$ cat config.mk
export PLATFORM = sky130hd
export DESIGN_NAME = alu_decode_stage
export DESIGN_NICKNAME = d
export VERILOG_FILES = /design/src/rtl/alu_decode_stage.sv
export SDC_FILE = /design/constraint.sdc
export NUM_CORES = 1
export LEC_CHECK = 0
export CAP_MARGIN = 15
export CORE_MARGIN = 3
export CORE_UTILIZATION = 36
export DETAILED_ROUTE_END_ITERATION = 6
export GPL_TIMING_DRIVEN = 1
export MAX_ROUTING_LAYER = met4
export PLACE_DENSITY = 0.78
export SLEW_MARGIN = 25
export SYNTH_ARGS = -nofsm -noshare
export SYNTH_HDL_FRONTEND = slang
export SYNTH_SLANG_ARGS = --single-unit
$ cat constraint.sdc
create_clock -name clk -period 2.3 [get_ports clk]
set_input_delay 0.345 -clock clk [delete_from_list [all_inputs] [get_ports clk]]
set_output_delay 0.345 -clock clk [all_outputs]
set_load 0.005 [all_outputs]
$ cat src/rtl/alu_decode_stage.sv
// ---------------------------------------------------------------------------
// alu_decode_stage
//
// Purpose:
//   Decode/issue stage between fetch/register-read and execute. Each RV32I
//   instruction, together with its register-file read data, is decoded into
//   ALU operands (a, b), an ALU operation, destination-register information,
//   a branch-invert flag and an illegal-instruction flag. The result is held
//   in a registered valid/ready pipeline stage with one cycle of latency.
//
// Configuration:
//   ALU_DEC_SKID_EN  defined   -> two-entry (main + skid) buffer; in_ready is
//                                 a flop with no combinational path from
//                                 out_ready.
//                    undefined -> single output register; in_ready is
//                                 !out_valid || out_ready (combinational).
//
// Parameters:
//   RESET_PC_UNUSED  reserved, must stay 0; has no functional effect.
//
// Ports:
//   clk, rst           clock (rising edge) and async active-high reset
//   flush              synchronous kill of every buffered entry
//   in_valid/in_ready  upstream handshake
//   in_instr, in_pc    instruction word and its address
//   in_rs1_data/rs2    register-file read data
//   out_valid/ready    downstream handshake
//   out_op, out_a/b    ALU operation and operands
//   out_invert         downstream inverts ALU bit 0 (BGE/BGEU)
//   out_rd, out_rd_we  destination register and write enable
//   out_illegal        unsupported or malformed encoding
// ---------------------------------------------------------------------------

package alu_decode_pkg;

    typedef enum logic [3:0] {
        Add  = 4'd0,
        Sub  = 4'd1,
        Sll  = 4'd2,
        Slt  = 4'd3,
        Sltu = 4'd4,
        Xor  = 4'd5,
        Srl  = 4'd6,
        Sra  = 4'd7,
        Or   = 4'd8,
        And  = 4'd9,
        Eq   = 4'd10,
        Neq  = 4'd11
    } alu_ops;

    typedef struct packed {
        alu_ops      op;
        logic [31:0] a;
        logic [31:0] b;
        logic        invert;
        logic [4:0]  rd;
        logic        rd_we;
        logic        illegal;
    } alu_dec_entry_t;

endpackage

module alu_decode_stage
    import alu_decode_pkg::*;
#(
    parameter int unsigned RESET_PC_UNUSED = 0
) (
    input  logic        clk,
    input  logic        rst,
    input  logic        flush,
    input  logic        in_valid,
    output logic        in_ready,
    input  logic [31:0] in_instr,
    input  logic [31:0] in_pc,
    input  logic [31:0] in_rs1_data,
    input  logic [31:0] in_rs2_data,
    output logic        out_valid,
    input  logic        out_ready,
    output alu_ops      out_op,
    output logic [31:0] out_a,
    output logic [31:0] out_b,
    output logic        out_invert,
    output logic [4:0]  out_rd,
    output logic        out_rd_we,
    output logic        out_illegal
);

    localparam logic [6:0] OPC_OP     = 7'b0110011;
    localparam logic [6:0] OPC_OP_IMM = 7'b0010011;
    localparam logic [6:0] OPC_LUI    = 7'b0110111;
    localparam logic [6:0] OPC_AUIPC  = 7'b0010111;
    localparam logic [6:0] OPC_LOAD   = 7'b0000011;
    localparam logic [6:0] OPC_STORE  = 7'b0100011;
    localparam logic [6:0] OPC_BRANCH = 7'b1100011;

    localparam logic [6:0] F7_BASE = 7'b0000000;
    localparam logic [6:0] F7_ALT  = 7'b0100000;

    // The reserved parameter only feeds a reset value; it is required to be 0.
    localparam alu_dec_entry_t RESET_ENTRY = '{
        op:      Add,
        a:       32'(RESET_PC_UNUSED),
        b:       32'd0,
        invert:  1'b0,
        rd:      5'd0,
        rd_we:   1'b0,
        illegal: 1'b0
    };

    // Shared funct3 -> operation map of the register and immediate ALU groups.
    function automatic alu_ops base_op(input logic [2:0] f3);
        base_op = Add;
        case (f3)
            3'b000:  base_op = Add;
            3'b001:  base_op = Sll;
            3'b010:  base_op = Slt;
            3'b011:  base_op = Sltu;
            3'b100:  base_op = Xor;
            3'b101:  base_op = Srl;
            3'b110:  base_op = Or;
            default: base_op = And;
        endcase
    endfunction

    logic [6:0]  opcode;
    logic [2:0]  funct3;
    logic [6:0]  funct7;
    logic [4:0]  rd_idx;
    logic [31:0] imm_i;
    logic [31:0] imm_s;
    logic [31:0] imm_u;
    logic [31:0] shamt;
    logic        unused_rs1_field;

    assign opcode = in_instr[6:0];
    assign rd_idx = in_instr[11:7];
    assign funct3 = in_instr[14:12];
    assign funct7 = in_instr[31:25];
    assign imm_i  = {{20{in_instr[31]}}, in_instr[31:20]};
    assign imm_s  = {{20{in_instr[31]}}, in_instr[31:25], in_instr[11:7]};
    assign imm_u  = {in_instr[31:12], 12'b0};
    assign shamt  = {27'b0, in_instr[24:20]};

    // Register indices are resolved upstream; only their data arrives here.
    assign unused_rs1_field = ^in_instr[19:15];

    alu_ops         dec_op;
    logic [31:0]    dec_a;
    logic [31:0]    dec_b;
    logic           dec_invert;
    logic           dec_writes;
    logic           dec_legal;
    alu_dec_entry_t dec_entry;

    // Raw decode: pick operation and operands per opcode group, and flag
    // anything outside the supported encodings as not legal.
    always_comb begin
        dec_op     = Add;
        dec_a      = in_rs1_data;
        dec_b      = in_rs2_data;
        dec_invert = 1'b0;
        dec_writes = 1'b0;
        dec_legal  = 1'b1;
        case (opcode)
            OPC_OP: begin
                dec_writes = 1'b1;
                if (funct7 == F7_BASE) begin
                    dec_op = base_op(funct3);
                end else if (funct7 == F7_ALT && funct3 == 3'b000) begin
                    dec_op = Sub;
                end else if (funct7 == F7_ALT && funct3 == 3'b101) begin
                    dec_op = Sra;
                end else begin
                    dec_legal = 1'b0;
                end
            end
            OPC_OP_IMM: begin
                dec_writes = 1'b1;
                dec_b      = imm_i;
                dec_op     = base_op(funct3);
                // Shift immediates carry funct7 in the upper immediate bits.
                if (funct3 == 3'b001) begin
                    dec_b = shamt;
                    if (funct7 != F7_BASE) begin
                        dec_legal = 1'b0;
                    end
                end else if (funct3 == 3'b101) begin
                    dec_b = shamt;
                    if (funct7 == F7_ALT) begin
                        dec_op = Sra;
                    end else if (funct7 != F7_BASE) begin
                        dec_legal = 1'b0;
                    end
                end
            end
            OPC_LUI: begin
                dec_writes = 1'b1;
                dec_a      = 32'd0;
                dec_b      = imm_u;
            end
            OPC_AUIPC: begin
                dec_writes = 1'b1;
                dec_a      = in_pc;
                dec_b      = imm_u;
            end
            OPC_LOAD: begin
                dec_writes = 1'b1;
                dec_b      = imm_i;
            end
            OPC_STORE: begin
                dec_b = imm_s;
            end
            OPC_BRANCH: begin
                case (funct3)
                    3'b000:  dec_op = Eq;
                    3'b001:  dec_op = Neq;
                    3'b100:  dec_op = Slt;
                    3'b101: begin
                        dec_op     = Slt;
                        dec_invert = 1'b1;
                    end
                    3'b110:  dec_op = Sltu;
                    3'b111: begin
                        dec_op     = Sltu;
                        dec_invert = 1'b1;
                    end
                    default: dec_legal = 1'b0;
                endcase
            end
            default: dec_legal = 1'b0;
        endcase
    end

    // Final entry: illegal encodings collapse to a harmless Add of zeros, and
    // out_rd is only reported for instructions that actually write a register.
    always_comb begin
        dec_entry         = RESET_ENTRY;
        dec_entry.op      = dec_legal ? dec_op : Add;
        dec_entry.a       = dec_legal ? dec_a : 32'd0;
        dec_entry.b       = dec_legal ? dec_b : 32'd0;
        dec_entry.invert  = dec_legal && dec_invert;
        dec_entry.rd      = (dec_legal && dec_writes) ? rd_idx : 5'd0;
        dec_entry.rd_we   = dec_legal && dec_writes && (rd_idx != 5'd0);
        dec_entry.illegal = !dec_legal;
    end

    alu_dec_entry_t main_q;
    alu_dec_entry_t main_d;
    logic           main_valid_q;
    logic           main_valid_d;
    logic           accept;
    logic           drain;

    // Inputs presented during a flush cycle are dropped.
    assign accept = in_valid && in_ready && !flush;
    assign drain  = main_valid_q && out_ready;

`ifdef ALU_DEC_SKID_EN
    alu_dec_entry_t skid_q;
    alu_dec_entry_t skid_d;
    logic           skid_valid_q;
    logic           skid_valid_d;
    logic           in_ready_q;
    logic           in_ready_d;

    assign in_ready = in_ready_q;

    // Main/skid steering. in_ready_q is low exactly when skid holds an entry,
    // so an accept can only occur while skid is empty.
    always_comb begin
        main_d       = main_q;
        main_valid_d = main_valid_q;
        skid_d       = skid_q;
        skid_valid_d = skid_valid_q;
        if (flush) begin
            main_valid_d = 1'b0;
            skid_valid_d = 1'b0;
        end else if (skid_valid_q) begin
            if (drain) begin
                main_d       = skid_q;
                skid_valid_d = 1'b0;
            end
        end else if (accept) begin
            if (!main_valid_q || drain) begin
                main_d       = dec_entry;
                main_valid_d = 1'b1;
            end else begin
                skid_d       = dec_entry;
                skid_valid_d = 1'b1;
            end
        end else if (drain) begin
            main_valid_d = 1'b0;
        end
        in_ready_d = !skid_valid_d;
    end

    always_ff @(posedge clk or posedge rst) begin
        if (rst) begin
            skid_q       <= RESET_ENTRY;
            skid_valid_q <= 1'b0;
            in_ready_q   <= 1'b1;
        end else begin
            skid_q       <= skid_d;
            skid_valid_q <= skid_valid_d;
            in_ready_q   <= in_ready_d;
        end
    end
`else
    // A single register can take a new entry whenever its current one leaves.
    assign in_ready = !main_valid_q || out_ready;

    always_comb begin
        main_d       = main_q;
        main_valid_d = main_valid_q;
        if (flush) begin
            main_valid_d = 1'b0;
        end else if (accept) begin
            main_d       = dec_entry;
            main_valid_d = 1'b1;
        end else if (drain) begin
            main_valid_d = 1'b0;
        end
    end
`endif

    always_ff @(posedge clk or posedge rst) begin
        if (rst) begin
            main_q       <= RESET_ENTRY;
            main_valid_q <= 1'b0;
        end else begin
            main_q       <= main_d;
            main_valid_q <= main_valid_d;
        end
    end

    assign out_valid   = main_valid_q;
    assign out_op      = main_q.op;
    assign out_a       = main_q.a;
    assign out_b       = main_q.b;
    assign out_invert  = main_q.invert;
    assign out_rd      = main_q.rd;
    assign out_rd_we   = main_q.rd_we;
    assign out_illegal = main_q.illegal;

endmodule

Yosys cells after proc, flatten, opt, wreduce, memory -nomap -nowiden. Cells that the tools add are included.

Register bits: 77. Logic and storage cells: 81.

Equality and inequality tests: 15. Mux-type cells: 32. Bitwise operators: 1. Reduce and logical (&&, ||, !) cells: 25.

Operators by type and width (number): two-way mux 32 bit (4); case mux 32 bit (4 select lines) (1); case mux 32 bit (2 select lines) (1); equality test 7 x 6 -> 1 bit, second input constant (4); case mux 4 bit (7 select lines) (1); two-way mux 4 bit (5); case mux 4 bit (4 select lines) (1); equality test 7 x 5 -> 1 bit, second input constant (2); two-way mux 1 bit (14); equality test 3 bit, second input constant (4); case mux 4 bit (3 select lines) (1); logical AND 1 bit (8); OR reduction 2 bit (4); equality test 7 x 2 -> 1 bit, second input constant (1); equality test 7 bit, second input constant (1); logical NOT 7 bit (1); nonzero test 7 bit (1); equality test 3 x 2 -> 1 bit, second input constant (2); two-way mux 3 bit (2); OR reduction 6 bit (1); two-way mux 5 bit (1); nonzero test 5 bit (1); OR reduction 5 bit (1); case mux 1 bit (4 select lines) (1); other kinds (8) (10).

Depth between registers and ports, before layout.
Word-level depth: 8. Depth in mapped cells: 8. Gate-level depth less buffers: 6.

Worst setup path after synthesis. OpenSTA, ideal clock, no wires.

Kind: input to register. Start: in in_instr[6]. End: reg main_q, in the netlist out_b[19]. Library setup time: 0.095 ns. Data arrival time: 1.667 ns. Required time: 2.205 ns. Path slack: 0.538 ns. Cell stages on the path: 7. Buffers on the path: 2. Cells stage by stage: and4bb_1 -> buf_4 -> nand2_1 -> o311ai_4 -> nand2_4 -> buf_6 -> o31ai_1.

Cells in the longest elaborated chain, start to end: 4. Elaborated cells between the ends (all ways): 12. Classes of those cells: 7 x eq/ne; 3 x mux; 2 x reduce/logical.

Ends and longest elaborated chain: start, declared (RTL line 73) `input logic [31:0] in_instr,`; equality test 7 x 6 -> 1 bit (tied with other cells) (RTL line 164) `case (opcode)`; OR reduction 4 bit (no source line) / OR reduction 2 bit (equally long branches); case mux 1 bit (4 select lines) / case mux 32 bit (4 select lines) (equally long branches) (RTL line 164); two-way mux 32 bit * (RTL line 240) `dec_entry.b = dec_legal ? dec_b : 32'd0;`; end signal, assigned (RTL line 331) `main_q <= main_d;`; end, declared (RTL line 247) `alu_dec_entry_t main_q;`.

Every way passes the cells marked *; elsewhere a longest branch is shown, timed or not. A chain may end at the register's enable or synchronous reset.

Final worst setup path.
Start: in in_instr[25]. End: reg main_q, in the netlist out_b[26].

Cells in the longest elaborated chain, start to end: 7. Elaborated cells between the ends (all ways): 14. Classes of those cells: 1 x eq/ne; 9 x mux; 4 x reduce/logical.

Ends and longest elaborated chain (RTL line): nonzero test 7 bit / equality test 7 x 6 -> 1 bit (equally long branches); two-way mux 1 bit / logical AND 1 bit (equally long branches) (184, 191, 171); two-way mux 1 bit, on equally long branches (189, 171); two-way mux 1 bit, on equally long branches (187, 169); two-way mux 1 bit, on equally long branches (182, 167); case mux 1 bit (4 select lines) * (164); two-way mux 32 bit * (240).

Marked as above.

==> implementation parameters <==
Parameter                              Value

Yosys
  Area leader, netlist    dfrtp_1
  Netlist cell types    44
  Syn Nets    614
  EDFF count, synth    0
  Flip-flop and latch count after synthesis    77
  Sequential share of the synthesized area    46.8%
  Post-synthesis instance area    4120 um2
  Post-synthesis cell count    481
  Proportion of netlist area held by the largest area contributor    46.8%
  Mean instance size in the synthesized netlist    8.57 um2
  Ranking of synthesized cells by area    dfrtp_1 (47%), nand2_1 (7.9%), a21oi_1 (7.5%)
  Async S/R FF share, synth    100%
  Number of warning messages in the yosys log    0
  Main synth FF type    dfrtp_1

Placement
  Number of buffer cells added on primary ports    210
  Routability congestion estimate    0.841
  Placed Instances    830
  DPL Wire Length    10700 um

Cells and area
  Most frequent cells in the layout    clkdlybuf4s50_1 (209), nand2_1 (87), dfrtp_1 (77), a21oi_1 (62), o21ai_0 (51)
  Fraction of layout cells with a size suffix above 1    9.23%
  Layout overhead on the synthesized area    66.6%
  Area used by multi-input combinational logic    1970 um2
  Fin cells    844
  Net count reported at finish    834
  Count of inserted antenna diode cells    0
  Sequential cell area in the final layout    1930 um2
  Fillers    918
  Most frequent standard cell in the layout excluding fill and tap cells    clkdlybuf4s50_1

Critical path
  Biggest cell delay along the critical path    0.46 ns
  Kind of end point of the critical path    flip-flop
  Number of cells on the worst reg-to-reg path    6
  Critical Path Slowest Stage Cell    clkdlybuf4s50_1
  Series of cell instances along the critical path    clkdlybuf4s50_1, nor4_4, and2_1, a21oi_2, o311ai_4, nand2_4, buf_12, o31ai_2
  Crit start category    input pin
  Worst endpoint required time    2.53 ns
  Critical path fanouts, max    37
  Worst setup path category    input pin to flip-flop
  R2R Path End    out_b[26]
  Critical path data arrival time    2.35 ns
  Register-to-register path setup slack    0.74 ns
  Reg-to-Reg Start    out_valid

CTS
  Maximum number of buffers from clock root to sink    2
  Depth of the CTS H-tree    3
  Cts hold-fix bufs    0
  Buffer cell driving the clock tree root    clkbuf_16
  Clock-pin slew reported for the worst setup and hold paths after clock tree synthesis    0.06 ns
  Number of buffers created by CTS    9
  CTS-repair resized insts    0
  Total number of clock tree sinks    77
  Clock insertion delay at the later pin of the skew report    0.33 ns
  TritonCTS clock tree    built
  Count of buffers added by post-CTS timing repair for setup    0

Route
  Routed wirelength normalized by instance count    16.8 um
  Number of detailed-route iterations in the first pass    5
  Routed WL    14200 um
  Final routed DRC violation total    0
  Post-route ant nets    0
  Drt first-iter violations    245
  Vias per inst    5.22
  Via Count    4404

STA
  Max-slew violation count    0
  Post-route clock skew    0.00679 ns
  Max Fclk    471 MHz
  Worst-Margin Slew    0.574 ns
  Setup TNS Final    0 ns
  Final hold vios    0
  Final Cycle Share    92.2%
  Minimum clock period    2.12 ns
  Unrepaired setup endpoints after global routing    no
  Setup Viol. Count Final    0
  Slew margin rel.    61.6%

GRT
  Pin count of the biggest net entering global routing    78
  GRT Total Usage    22.8%
  Residual overflow from global routing    0
  Global-route wire length before repair    22700 um
  Antenna violations before repair    0
  Number of global-route vias before repair    4505

Pwr
  Total internal power    2650 uW
  Combinational share of power    16.9%
  Clock Power Share    42.0%
  Max rail drop VDD    0.000391 V
  Fraction of power spent switching nets    22.2%
  Sw power    757 uW
  Power per cell area    497 nW/um2
  Standby leakage power    0.00282 uW
  Share of total power in sequential cells    41.1%

Worst hold path
  Worst Hold Class    flip-flop to flip-flop
  Worst-case hold path end point    out_b[17]
  Worst hold stages    2
  Source of the worst hold timing path    out_b[17]

Floorplanning
  Initial Utilization    37.4%
  Die Height    113 um
  Die Span X    113 um
  Area enclosed by the die boundary    12800 um2
  Number of placed I/O pins    211
  Core Footprint    11000 um2
  Number of cell rows    38

Status
  Status    finished, final reports clean

Flow run
  Max-cap viol count    0
## power groups by stage
stage	Combinational (uW)	Clock [uW]	Sequential, uW
2_1_floorplan	187	0	1430
3_3_place_gp	564	0	1420
3_5_place_dp	577	0	1430
4_1_cts	581	1460	1400
5_1_grt	623	1510	1400
6_report	576	1430	1400
## critical path, delay by kind of cell
| kind | cells | cell delay, ns |
|---|---|---|
| simple gates | 3 | 0.70 |
| compound gates | 3 | 0.65 |
| buf+inv | 2 | 0.63 |
## flip-flops by register name, summed over array words and instances (netlist names)
| register | cells |
|---|---|
| out_a | 32 |
| out_b | 32 |
| out_illegal | 1 |
| out_invert | 1 |
| out_op | 4 |
| out_rd | 5 |
| out_rd_we | 1 |
| out_valid | 1 |
## kinds of logic after synthesis
group	count (synthesis)	share of synthesized area, %
AOI/OAI and AO/OA	167	24.7
xor gates and xnor gates	2	0.425
buffers and inverters	48	5.56
DFF	77	46.8
and+or+nand+nor	187	22.6
## synth_stat cells, types with 2 or more instances
master and count:
a211oi_1 2, clkbuf_2 3, nor2_1 37, nand3_1 4, buf_2 6, o31ai_1 21, o21a_1 3, nand2_1 87
o31ai_2 4, clkbuf_1 21, a21boi_0 2, o21ai_1 3, o21ai_0 51, or2_2 2, nor3b_1 34, inv_1 10
a22oi_1 8, nand4_1 3, buf_4 4, and2_1 3, nor2b_1 10, buf_6 3, dfrtp_1 77, a32oi_1 2
a21oi_1 62
## worst max-delay path by stage
stage	slack [ns]	startpoint	endpoint
2_1_floorplan	0.54	in_instr[6]	out_b[19]
3_3_place_gp	-0.05	in_instr[6]	out_a[4]
3_5_place_dp	-0.18	in_instr[25]	out_b[26]
4_1_cts	0.19	in_instr[25]	out_a[30]
5_1_grt	0.006	in_instr[26]	out_a[15]
6_report	0.18	in_instr[25]	out_b[26]
## through the flow
step	hold WS, ns	util, %	total power [uW]	area (um2)	setup WS, ns
final	0.476	62.2	3410	6860	0.178
after global placement	0.461	59.5	1990	6560	-0.0546
after CTS	0.478	62.2	3440	6860	0.187
after detailed placement	0.465	59.5	2000	6560	-0.176
after global routing	0.498	62.2	3540	6860	0.00635
after floorplan	0.411	-	1610	4120	0.538
## per-layer routing
metal | track usage [%] | routed length, um | part of all wire, %
met5 | - | 0 | 0
met4 | 7.45 | 344 | 2.4
met3 | 6.04 | 1410 | 10
met2 | 37.0 | 6630 | 47
met1 | 27.8 | 5790 | 41
## cell type report
class                      count  area share [%]
multi-input combinational    356            28.7
clock inverter                 1           0.438
inverter                      10           0.602
sequential                    77            28.1
tap                          140            2.55
timing repair buffer         247            35.7
clock buffer                  13            3.94
Note: power is estimated with default switching activity, not from simulation.
